File: src/rtl/lift_pkg.sv
// -----------------------------------------------------------------------------
// lift_pkg
// Shared definitions for the lift controller slice:
//   - lift_state_e   : controller state enumeration (IDLE, MOVE, DOOR_OPEN)
//   - IDLE/MOVE/DOOR_OPEN : the same encodings as plain logic constants, used
//                      as the FSM state register values
//   - DIR_UP/DIR_DOWN: direction-memory encodings
//   - tmr_width()    : width of a down/up counter able to hold the larger of
//                      the travel and dwell periods
// -----------------------------------------------------------------------------
package lift_pkg;

    typedef enum logic [1:0] {
        LIFT_IDLE      = 2'd0,
        LIFT_MOVE      = 2'd1,
        LIFT_DOOR_OPEN = 2'd2
    } lift_state_e;

    localparam logic [1:0] IDLE      = LIFT_IDLE;
    localparam logic [1:0] MOVE      = LIFT_MOVE;
    localparam logic [1:0] DOOR_OPEN = LIFT_DOOR_OPEN;

    localparam logic DIR_UP   = 1'b1;
    localparam logic DIR_DOWN = 1'b0;

    // One shared timer serves both travel and dwell, so it must hold the
    // larger period (the dwell counter is loaded with DOOR_CYC itself).
    function automatic int tmr_width(input int travel_cyc, input int door_cyc);
        int max_v;
        max_v = (travel_cyc > door_cyc) ? travel_cyc : door_cyc;
        if (max_v < 1) begin
            return 1;
        end else begin
            return $clog2(max_v + 1);
        end
    endfunction

endpackage : lift_pkg

File: src/rtl/lift_req_scan.sv
// -----------------------------------------------------------------------------
// lift_req_scan
// Combinational SCAN look-ahead: reports whether any pending call lies
// strictly beyond the given floor in the travel direction (ahead) or strictly
// beyond it in the opposite direction (behind). The floor itself counts as
// neither.
// Ports:
//   pending_i  [NUM_FLOORS] outstanding-call bitmap
//   floor_i    [FLOOR_W]    reference floor
//   dir_up_i   [1]          direction memory (1 = up)
//   ahead_o    [1]          a call exists beyond floor_i in dir_up_i direction
//   behind_o   [1]          a call exists beyond floor_i in the other direction
// -----------------------------------------------------------------------------
module lift_req_scan
    import lift_pkg::*;
#(
    parameter int NUM_FLOORS = 8,
    parameter int FLOOR_W    = $clog2(NUM_FLOORS)
) (
    input  logic [NUM_FLOORS-1:0] pending_i,
    input  logic [FLOOR_W-1:0]    floor_i,
    input  logic                  dir_up_i,
    output logic                  ahead_o,
    output logic                  behind_o
);

    logic [NUM_FLOORS-1:0] above_s;
    logic [NUM_FLOORS-1:0] below_s;
    logic                  any_above_s;
    logic                  any_below_s;

    // Masks of floors strictly above / strictly below the reference floor.
    always_comb begin
        above_s = '0;
        below_s = '0;
        for (int i = 0; i < NUM_FLOORS; i++) begin
            if (FLOOR_W'(i) > floor_i) begin
                above_s[i] = 1'b1;
            end else if (FLOOR_W'(i) < floor_i) begin
                below_s[i] = 1'b1;
            end else begin
                above_s[i] = 1'b0;
                below_s[i] = 1'b0;
            end
        end
    end

    assign any_above_s = |(pending_i & above_s);
    assign any_below_s = |(pending_i & below_s);

    // Map above/below onto ahead/behind according to the direction memory.
    always_comb begin
        if (dir_up_i == DIR_UP) begin
            ahead_o  = any_above_s;
            behind_o = any_below_s;
        end else begin
            ahead_o  = any_below_s;
            behind_o = any_above_s;
        end
    end

endmodule : lift_req_scan

File: src/rtl/lift_ctrl.sv
// -----------------------------------------------------------------------------
// lift_ctrl
// Single-car elevator controller. Floor calls are latched into a pending
// bitmap and served in SCAN order: keep the current direction while calls
// remain ahead, then reverse. Travel time per floor and door dwell are
// modelled by one internal timer.
// Optional feature macro: LIFT_ESTOP_EN adds the estop input (freezes
// travel/dwell timers; car reports stopped, door state unchanged).
// Ports:
//   clk        [1]          clock, rising edge
//   reset_n    [1]          asynchronous active-low reset
//   req_valid  [1]          floor call present this cycle
//   req_floor  [FLOOR_W]    requested floor, values >= NUM_FLOORS ignored
//   estop      [1]          emergency stop (only with LIFT_ESTOP_EN)
//   floor      [FLOOR_W]    current car floor
//   up/down    [1]          car moving up / down
//   door       [1]          door open
//   stop       [1]          car stationary
//   arrived    [1]          one-cycle pulse when the door opens for a call
//   pending    [NUM_FLOORS] outstanding-call bitmap
// -----------------------------------------------------------------------------
module lift_ctrl
    import lift_pkg::*;
#(
    parameter int NUM_FLOORS = 8,
    parameter int FLOOR_W    = $clog2(NUM_FLOORS),
    parameter int TRAVEL_CYC = 4,
    parameter int DOOR_CYC   = 8
) (
    input  logic                  clk,
    input  logic                  reset_n,
    input  logic                  req_valid,
    input  logic [FLOOR_W-1:0]    req_floor,
`ifdef LIFT_ESTOP_EN
    input  logic                  estop,
`endif
    output logic [FLOOR_W-1:0]    floor,
    output logic                  up,
    output logic                  down,
    output logic                  door,
    output logic                  stop,
    output logic                  arrived,
    output logic [NUM_FLOORS-1:0] pending
);

    localparam int                 TMR_W       = tmr_width(TRAVEL_CYC, DOOR_CYC);
    localparam logic [TMR_W-1:0]   TRAVEL_LAST = TMR_W'(TRAVEL_CYC - 1);
    localparam logic [TMR_W-1:0]   DOOR_LOAD   = TMR_W'(DOOR_CYC);
    localparam logic [TMR_W-1:0]   TMR_ONE     = TMR_W'(1);
    localparam logic [FLOOR_W-1:0] TOP_FLOOR   = FLOOR_W'(NUM_FLOORS - 1);
    localparam logic [FLOOR_W-1:0] BOT_FLOOR   = '0;

    // State registers and their next-state values
    logic [1:0]            state_q,   state_d;
    logic [FLOOR_W-1:0]    floor_q,   floor_d;
    logic                  dir_up_q,  dir_up_d;
    logic [TMR_W-1:0]      timer_q,   timer_d;
    logic [NUM_FLOORS-1:0] pending_q, pending_d;
    logic                  arrived_q, arrived_d;
    logic                  up_q,      up_d;
    logic                  down_q,    down_d;
    logic                  door_q,    door_d;
    logic                  stop_q,    stop_d;

    logic                  estop_s;
    logic                  req_in_range_s;
    logic                  door_hit_s;
    logic                  req_take_s;
    logic                  at_limit_s;
    logic [FLOOR_W-1:0]    step_floor_s;
    logic [FLOOR_W-1:0]    scan_floor_s;
    logic                  ahead_s;
    logic                  behind_s;
    logic [NUM_FLOORS-1:0] cur_onehot_s;
    logic [NUM_FLOORS-1:0] step_onehot_s;
    logic [NUM_FLOORS-1:0] set_mask_s;
    logic [NUM_FLOORS-1:0] clr_mask_s;
    logic                  pend_here_s;
    logic                  pend_step_s;
    logic                  clr_en_s;
    logic [FLOOR_W-1:0]    clr_floor_s;

`ifdef LIFT_ESTOP_EN
    assign estop_s = estop;
`else
    assign estop_s = 1'b0;
`endif

    // Zero-extend before comparing so NUM_FLOORS == 2**FLOOR_W does not wrap.
    assign req_in_range_s = ({1'b0, req_floor} < (FLOOR_W + 1)'(NUM_FLOORS));
    // A call for the floor the door is already open at only extends the dwell.
    assign door_hit_s     = req_valid && req_in_range_s &&
                            (state_q == DOOR_OPEN) && (req_floor == floor_q);
    assign req_take_s     = req_valid && req_in_range_s && !door_hit_s;

    // Floor the car will reach on the next travel step; pinned at the ends.
    always_comb begin
        if (dir_up_q == DIR_UP) begin
            at_limit_s = (floor_q == TOP_FLOOR);
        end else begin
            at_limit_s = (floor_q == BOT_FLOOR);
        end
        if (at_limit_s) begin
            step_floor_s = floor_q;
        end else if (dir_up_q == DIR_UP) begin
            step_floor_s = floor_q + FLOOR_W'(1);
        end else begin
            step_floor_s = floor_q - FLOOR_W'(1);
        end
    end

    // While moving, decisions are taken about the floor being arrived at;
    // otherwise about the floor the car is standing at.
    assign scan_floor_s = (state_q == MOVE) ? step_floor_s : floor_q;

    lift_req_scan #(
        .NUM_FLOORS (NUM_FLOORS),
        .FLOOR_W    (FLOOR_W)
    ) u_scan (
        .pending_i  (pending_q),
        .floor_i    (scan_floor_s),
        .dir_up_i   (dir_up_q),
        .ahead_o    (ahead_s),
        .behind_o   (behind_s)
    );

    // One-hot decodes of the current and next floors and of the call.
    always_comb begin
        cur_onehot_s  = '0;
        step_onehot_s = '0;
        set_mask_s    = '0;
        for (int i = 0; i < NUM_FLOORS; i++) begin
            cur_onehot_s[i]  = (floor_q == FLOOR_W'(i));
            step_onehot_s[i] = (step_floor_s == FLOOR_W'(i));
            set_mask_s[i]    = req_take_s && (req_floor == FLOOR_W'(i));
        end
    end

    assign pend_here_s = |(pending_q & cur_onehot_s);
    assign pend_step_s = |(pending_q & step_onehot_s);

    // SCAN state machine: next state, floor, direction, timer, arrival pulse.
    always_comb begin
        state_d     = state_q;
        floor_d     = floor_q;
        dir_up_d    = dir_up_q;
        timer_d     = timer_q;
        arrived_d   = 1'b0;
        clr_en_s    = 1'b0;
        clr_floor_s = floor_q;
        case (state_q)
            IDLE: begin
                if (estop_s) begin
                    state_d = IDLE;
                end else if (pend_here_s) begin
                    state_d     = DOOR_OPEN;
                    timer_d     = DOOR_LOAD;
                    arrived_d   = 1'b1;
                    clr_en_s    = 1'b1;
                    clr_floor_s = floor_q;
                end else if (ahead_s) begin
                    state_d = MOVE;
                    timer_d = '0;
                end else if (behind_s) begin
                    state_d  = MOVE;
                    dir_up_d = !dir_up_q;
                    timer_d  = '0;
                end else begin
                    state_d = IDLE;
                end
            end
            MOVE: begin
                if (estop_s) begin
                    timer_d = timer_q;
                end else if (timer_q >= TRAVEL_LAST) begin
                    timer_d = '0;
                    floor_d = step_floor_s;
                    if (pend_step_s) begin
                        state_d     = DOOR_OPEN;
                        timer_d     = DOOR_LOAD;
                        arrived_d   = 1'b1;
                        clr_en_s    = 1'b1;
                        clr_floor_s = step_floor_s;
                    end else if (ahead_s) begin
                        state_d = MOVE;
                    end else begin
                        state_d = IDLE;
                    end
                end else begin
                    timer_d = timer_q + TMR_W'(1);
                end
            end
            DOOR_OPEN: begin
                if (door_hit_s) begin
                    timer_d = DOOR_LOAD;
                end else if (estop_s) begin
                    timer_d = timer_q;
                end else if (timer_q <= TMR_ONE) begin
                    timer_d = '0;
                    if (ahead_s) begin
                        state_d = MOVE;
                    end else if (behind_s) begin
                        state_d  = MOVE;
                        dir_up_d = !dir_up_q;
                    end else begin
                        state_d = IDLE;
                    end
                end else begin
                    timer_d = timer_q - TMR_W'(1);
                end
            end
            default: begin
                state_d  = IDLE;
                timer_d  = '0;
                dir_up_d = DIR_UP;
            end
        endcase
    end

    // Clear mask for the floor being served this cycle.
    always_comb begin
        clr_mask_s = '0;
        for (int i = 0; i < NUM_FLOORS; i++) begin
            clr_mask_s[i] = clr_en_s && (clr_floor_s == FLOOR_W'(i));
        end
    end

    // Clear is applied after set so a call for the floor being served is
    // absorbed by that service.
    assign pending_d = (pending_q | set_mask_s) & ~clr_mask_s;

    // Output decode from next state so the indicators are registered.
    always_comb begin
        if ((state_d == MOVE) && !estop_s) begin
            up_d   = dir_up_d;
            down_d = !dir_up_d;
        end else begin
            up_d   = 1'b0;
            down_d = 1'b0;
        end
        stop_d = !(up_d || down_d);
        door_d = (state_d != MOVE);
    end

    // Sequential state and registered outputs.
    always_ff @(posedge clk or negedge reset_n) begin
        if (!reset_n) begin
            state_q   <= IDLE;
            floor_q   <= '0;
            dir_up_q  <= DIR_UP;
            timer_q   <= '0;
            pending_q <= '0;
            arrived_q <= 1'b0;
            up_q      <= 1'b0;
            down_q    <= 1'b0;
            door_q    <= 1'b1;
            stop_q    <= 1'b1;
        end else begin
            state_q   <= state_d;
            floor_q   <= floor_d;
            dir_up_q  <= dir_up_d;
            timer_q   <= timer_d;
            pending_q <= pending_d;
            arrived_q <= arrived_d;
            up_q      <= up_d;
            down_q    <= down_d;
            door_q    <= door_d;
            stop_q    <= stop_d;
        end
    end

    assign floor   = floor_q;
    assign up      = up_q;
    assign down    = down_q;
    assign door    = door_q;
    assign stop    = stop_q;
    assign arrived = arrived_q;
    assign pending = pending_q;

endmodule : lift_ctrl
File: config.mk
export PLATFORM = sky130hd
export DESIGN_NAME = lift_ctrl
export DESIGN_NICKNAME = d
export VERILOG_FILES = /design/src/rtl/lift_pkg.sv /design/src/rtl/lift_req_scan.sv /design/src/rtl/lift_ctrl.sv
export SDC_FILE = /design/constraint.sdc
export NUM_CORES = 1
export LEC_CHECK = 0
export BUFFER_PORTS_ARGS = -buffer_cell sky130_fd_sc_hd__buf_4
export CORE_ASPECT_RATIO = 0.6
export CORE_UTILIZATION = 50
export DETAILED_ROUTE_END_ITERATION = 12
export PLACE_DENSITY = 0.7
export SLEW_MARGIN = 10
export SYNTH_ARGS = -nofsm -noshare
export SYNTH_HDL_FRONTEND = slang
export SYNTH_SLANG_ARGS = --single-unit
export TNS_END_PERCENT = 30
File: constraint.sdc
create_clock -name clk -period 3.13 [get_ports clk]
set_input_delay 0.313 -clock clk [delete_from_list [all_inputs] [get_ports clk]]
set_output_delay 0.313 -clock clk [all_outputs]
set_load 0.02 [all_outputs]
### Word level (Yosys, flattened, before mapping)

Index checks and enable logic that the tools add are counted.

* reduce and logical (&&, ||, !) cells: 34
* equality and inequality tests: 34
* magnitude comparators: 18
* muxes and demuxes: 62
* add/subtract/negate cells: 4
* bitwise gates (word level): 7

Operator list (count)
* 3-bit == test (second input constant): 16
* 8-bit AND: 5
* 1-bit two-way mux: 40
* 8-bit OR reduction: 4
* 4-bit two-way mux: 7
* 3-bit by 2-bit == test with 1-bit output (second input constant): 8
* 1-bit logical AND: 19
* 3-bit two-way mux: 6
* 3-bit by 1-bit == test with 1-bit output (second input constant): 4
* 3-bit greater-than comparator (first input constant): 4
* 3-bit zero test: 4
* 3-bit < comparator (first input constant): 4
* 4-bit case mux with 3 select lines: 1
* 2-bit two-way mux: 5
* 8-bit inverter: 1
* 8-bit bitwise OR: 1
* 1-bit by 3-bit greater-than comparator with 1-bit output (first input constant): 2
* 2-bit by 3-bit greater-than comparator with 1-bit output (first input constant): 2
* 1-bit by 3-bit < comparator with 1-bit output (first input constant): 2
* 2-bit by 3-bit < comparator with 1-bit output (first input constant): 2
* 2-bit case mux with 3 select lines: 1
* 4-bit by 1-bit adder with 4-bit output (second input constant): 1
* 2-bit by 1-bit == test with 1-bit output (second input constant): 2
* 4-bit by 2-bit >= comparator with 1-bit output (second input constant): 1
* other kinds (14): 17

* input bits: 6
* flip-flop bits (word level): 23
* output and inout bits: 16
* word-level logic and storage cells: 169

### Logic depth before layout (Yosys ltp)

* word-level depth: 19
* depth in mapped cells: 13
* gate-level depth less buffers: 11

### Modules after synthesis

From an unflattened synthesis, not the netlist that was laid out.

* cell total of the unflattened synthesis: 223
* area total of the unflattened synthesis: 1880.6 sq um

Modules (own cells, without submodules)
* lift_ctrl: seq. area each 553.0 sq um, times used 1, area an instance 1697.9 sq um, cells each 194
* lift_req_scan: seq. area each 0.0 sq um, times used 1, area an instance 182.7 sq um, cells each 29

### Least setup slack after synthesis

OpenSTA, ideal clock, no wires.

* kind: reg2reg
* from: reg floor_q[0] (netlist: floor[0])
* to: reg timer_q[3]
* buffers on the path: 2
* cell stages (with the launch flop): 14
* clock period less this slack: 2947 ps
* setup time: 121 ps
* slack: 183 ps
* data arrival time: 2826 ps
* required time: 3009 ps
* cells stage by stage: dfrtp_1 buf_2 inv_1 ha_1 a31o_4 xnor2_4 buf_6 mux2i_1 mux2i_4 o2111ai_4 o31a_4 inv_4 a21oi_1 o21ai_1

* longest elaborated chain between the ends: 13
* elaborated cells on any way between the ends: 81
* those cells by class: add/sub (2); order compare (16); eq/ne (16); mux (36); bitwise (4); reduce/logical (7)

Ends and longest elaborated chain
* start: declaration: line lift_ctrl.sv:55 `logic [FLOOR_W-1:0] floor_q, floor_d;`
* start signal: assignment: line lift_ctrl.sv:260 `floor_q <= floor_d;`
* 3-bit by 1-bit subtractor with 3-bit output, or another cell as far along: line lift_ctrl.sv:108 `step_floor_s = floor_q - FLOOR_W'(1);`
* 3-bit two-way mux / 1-bit two-way mux (equally long branches): line lift_ctrl.sv:105, lift_ctrl.sv:98
* 3-bit two-way mux: line lift_ctrl.sv:103 `if (at_limit_s) begin`
* 3-bit two-way mux: line lift_ctrl.sv:114 `assign scan_floor_s = (state_q == MOVE) ? step_floor_s : floor_q;`
* 1-bit by 3-bit < comparator with 1-bit output, or another cell as far along: line lift_req_scan.sv:39 `end else if (FLOOR_W'(i) < floor_i) begin`
* 1-bit two-way mux: line lift_req_scan.sv:39
* 1-bit two-way mux: line lift_req_scan.sv:37 `if (FLOOR_W'(i) > floor_i) begin`
* 8-bit AND: line lift_req_scan.sv:49 `assign any_below_s = |(pending_i & below_s);`
* 8-bit OR reduction: line lift_req_scan.sv:49
* 1-bit two-way mux: line lift_req_scan.sv:53 `if (dir_up_i == DIR_UP) begin`
* 4-bit two-way mux: line lift_ctrl.sv:161 `end else if (ahead_s) begin`
* 4-bit two-way mux: line lift_ctrl.sv:155 `end else if (pend_here_s) begin`
* 4-bit case mux with 3 select lines: line lift_ctrl.sv:151 `case (state_q)`
* end signal: assignment: line lift_ctrl.sv:262 `timer_q <= timer_d;`
* end: declaration: line lift_ctrl.sv:57 `logic [TMR_W-1:0] timer_q, timer_d;`

Several ways; a longest one is shown, not always the timed one.
A chain may end at the register's enable or synchronous reset.

### Final worst setup path

* from: reg floor_q[0] (netlist: floor[0])
* to: reg pending_q[0] (netlist: pending[0])

* longest elaborated chain between the ends: 13
* elaborated cells on any way between the ends: 42
* those cells by class: add/sub (2); eq/ne (15); mux (10); bitwise (5); reduce/logical (10)

Ends and longest elaborated chain
* 3-bit by 1-bit subtractor with 3-bit output, or another cell as far along: line lift_ctrl.sv:108
* 3-bit two-way mux / 1-bit two-way mux (equally long branches): line lift_ctrl.sv:105, lift_ctrl.sv:98
* 3-bit two-way mux: line lift_ctrl.sv:103
* 3-bit by 1-bit == test with 1-bit output, or another cell as far along: line lift_ctrl.sv:134 `step_onehot_s[i] = (step_floor_s == FLOOR_W'(i));`
* 8-bit AND: line lift_ctrl.sv:140 `assign pend_step_s = |(pending_q & step_onehot_s);`
* 8-bit OR reduction: line lift_ctrl.sv:140
* 3-bit two-way mux: line lift_ctrl.sv:178 `if (pend_step_s) begin`
* 3-bit two-way mux: line lift_ctrl.sv:175 `end else if (timer_q >= TRAVEL_LAST) begin`
* 3-bit two-way mux
* 3-bit zero test: line lift_ctrl.sv:224 `clr_mask_s[i] = clr_en_s && (clr_floor_s == FLOOR_W'(i));`
* 1-bit logical AND: line lift_ctrl.sv:224
* 8-bit inverter: line lift_ctrl.sv:230 `assign pending_d = (pending_q | set_mask_s) & ~clr_mask_s;`
* 8-bit AND *: line lift_ctrl.sv:230
* named net pending_d[0]: line lift_ctrl.sv:58 `logic [NUM_FLOORS-1:0] pending_q, pending_d;`
* end signal: assignment: line lift_ctrl.sv:263 `pending_q <= pending_d;`
* end: declaration: line lift_ctrl.sv:58

The timed path passes the listed nets; every way through them passes the cells marked *.

==> results.md <==
* Outcome: finished, final reports clean
* Element type at the critical path start: flop
* First-pass GRT wire length at 8.314 mm
* Worst hold slack at 389.7 ps
* Ys async rst share at 100.0%
* Max cap viols at 0
* Clock power share at under 10%
* Core area at approximately 0.0037 mm²
* Placed cell area at 0.002186 mm²
* # nets final at 257
* Arrival @ worst endpoint at 3160 ps
* Clock net sink count at 23
* Initial Util at 53.11%
* VDD IR max at between 500 and 600 µV
* Net Count, Synth at around 230
* Layout cell share with drive strength beyond 1 at 24.48%
* Top-level I/O count at 22
* Area growth, synth to finish at 13.54%
* Slowest cell delay on critical path at 400 ps
* Total power at 2.751 mW
* Slowest CP cell: dfrtp_1
* CTS buffer count at 3
* Slew @ Worst Pin at roughly 530 ps
* Synthesized area per cell at 9.152 µm²
* Min-Delay Path Depth at 3
* Cell Pwr Density at 1226 mW/mm²
* Sw frac at 52.11%
* DR vias/cell at 6.094
* R2R depth at 10
* Dpl hpwl at 3.875 mm
* Clk Latency, worst-skew pair at 270 ps
* Tcrit/Tclk final at 94.18%
* GRT Total Usage at 25.47%
* Endpoint type of the worst setup path: flop
* GR Overflow Total at 0
* Cts-stage hold buffer count at 1
* Total Wirelength at 5.021 mm
* First-pass DRT Iterations at 5
* Die H at a little over 50 µm
* ANT nets after route at 0
* Worst hold path class: in2reg
* Final Skew at between 3 and 4 ps
* Min Clock Period, post-route at 2948 ps
* WP buf/inv at 1
* Design Area, Final at 0.002245 mm²
* Resized Gates After CTS at 0
* Initial drt markers at 106
* Final setup viols at 0
* Switching Power at 1.433 mW
* Initial antenna violation count at 0
* Count of cell types in the netlist at 67
* Clock root buffer: clkbuf_8
* Clock-pin slew on the worst setup and hold paths at approximately 90 ps
* Register area share after synthesis at about 29%
* Placement row count at 17
* Yosys warns at 0
* Worst-path cell chain: inv_1 -> ha_1 -> a31o_4 -> xnor2_4 -> mux2i_1 -> mux2i_4 -> o2111ai_4 -> nor3_1 -> a21oi_1 -> o22a_1
* CP max FO at 13
* N_diodes at 0
* Cell count along the critical path at 10
* Commonest non-fill, non-tap cells in the layout: buf_4, dfrtp_1, nand2_1
* Die area at roughly 0.0042 mm²
* Synthesized cell area at around 0.002 mm²
* Seq cells post-synth at 23
* Die Wd at approximately 83 µm
* Main flop type after synthesis: dfrtp_1
* Pin count of the biggest net entering global routing at 24
* DRC at 0
* FMAX at 0.3392 GHz
* EDFF count, synth at 0
* Post CTS Setup Buffer Count at 0
* GP Congestion at roughly 0.90
* P_leak at 0.9553 nW
* CTS H-tree lvls at 1
* Endpoints failing hold at 0
* Most common cell after layout, fill and taps aside: buf_4
* Crit path max-delay family: compound AO/OA/AOI/OAI gates
* WL/cell at 17.43 µm
* CTS tree: done
* Register share of total power at between 20 and 25%
* RSZ-0062 raised after global routing: false
* Rel. slew slack at 64.41%
* Cell internal pwr at 1.317 mW
* Required time of the critical path at 3340 ps
* # port buffers at 21
* Via count at 1,755
* Comb pwr share at 70.5%
* CTS Buffer Depth at 2
* Final setup TNS at 0 ps
* Max-slew violations at 0
* Kind of critical path: reg2reg
* Cells after synthesis at 216
* Vias in the first global route at 1,595
[flip-flops by register name, summed over array words and instances (netlist names)]
signal / count
floor: 3
dir_up_q: 1
door: 1
arrived: 1
timer_q: 4
stop: 1
up: 1
pending: 8
state_q: 2
down: 1
[worst paths after layout]
check / slack [ps] / to / from
worst max-delay path: 180 / pending[0] / floor[0]
worst min-delay path: 390 / pending[7] / req_floor[1]
worst max register to register: 180 / pending[0] / floor[0]
worst min register to register: 550 / timer_q[2] / timer_q[2]
max in group asynchronous: 2380 / door / reset_n
min in group asynchronous: 470 / up / reset_n
[routing by layer]
metal | GRT usage [%] | share of wire [%] | up-vias
met5 | 0 | 0 | -
met2 | 35.52 | 39 | 65
met3 | 4.605 | 7.0 | 8
met1 | 39.59 | 53 | 827
li1 | - | - | 855
met4 | 6.897 | 1.4 | 0
[power groups by stage]
stage                     logic [mW]  registers (mW)  clock network [mW]
final                           1.94           0.616               0.197
after global routing            2.11           0.633               0.217
after CTS                       1.92           0.609               0.204
after detailed placement        1.91           0.613                   0
after global placement          1.89           0.615                   0
after floorplan                 1.37           0.665                   0
[synthesized netlist by cell type, types with 4 or more instances]
cell type | n | area, µm²
dfrtp_1 | 20 | 500.5
o21ai_1 | 4 | 20.02
inv_1 | 15 | 56.30
mux2i_1 | 6 | 60.06
o211ai_1 | 4 | 30.03
nor3_1 | 10 | 50.05
a21oi_1 | 11 | 55.05
o22a_1 | 4 | 35.03
a31oi_1 | 6 | 37.54
nand3_1 | 7 | 35.03
nor2_1 | 16 | 60.06
a22oi_1 | 4 | 30.03
o21ai_0 | 7 | 35.03
ha_1 | 9 | 112.6
nand3b_1 | 4 | 30.03
nand2_1 | 17 | 63.81
[worst min-delay path, stage by stage]
cell,delay [ps]
buf_4,120
a31oi_1,80
a21oi_1,110
[cell type report]
cell class                 count  area (µm²)
fill                         333        1478
tap                           47       58.81
clock buffer                   3       41.29
inverter                      16       62.56
multi-input combinational    167        1260
sequential                    23       579.3
timing repair buffer          31       235.2
clock inverter                 1       7.507
[logic make-up after synthesis]
group	Yosys count	synth area share, %
buffers and inverters	26	6.961
XOR/XNOR	4	2.722
multiplexers	7	4.177
AO/OA/AOI/OAI	65	26.58
flip-flops	23	29.30
adder cells (fa/ha/maj)	9	5.696
AND/OR/NAND/NOR	82	24.56
[through the flow]
step                cells  util [%]  setup WS, ps
floorplan             216         -         182.5
global placement      283     58.72         252.4
detailed placement    283     58.72         240.6
CTS                   288     60.30         189.3
global route          288     60.30         34.20
finish                288     60.30         182.3
No activity file was read; power rests on OpenSTA's default activity.
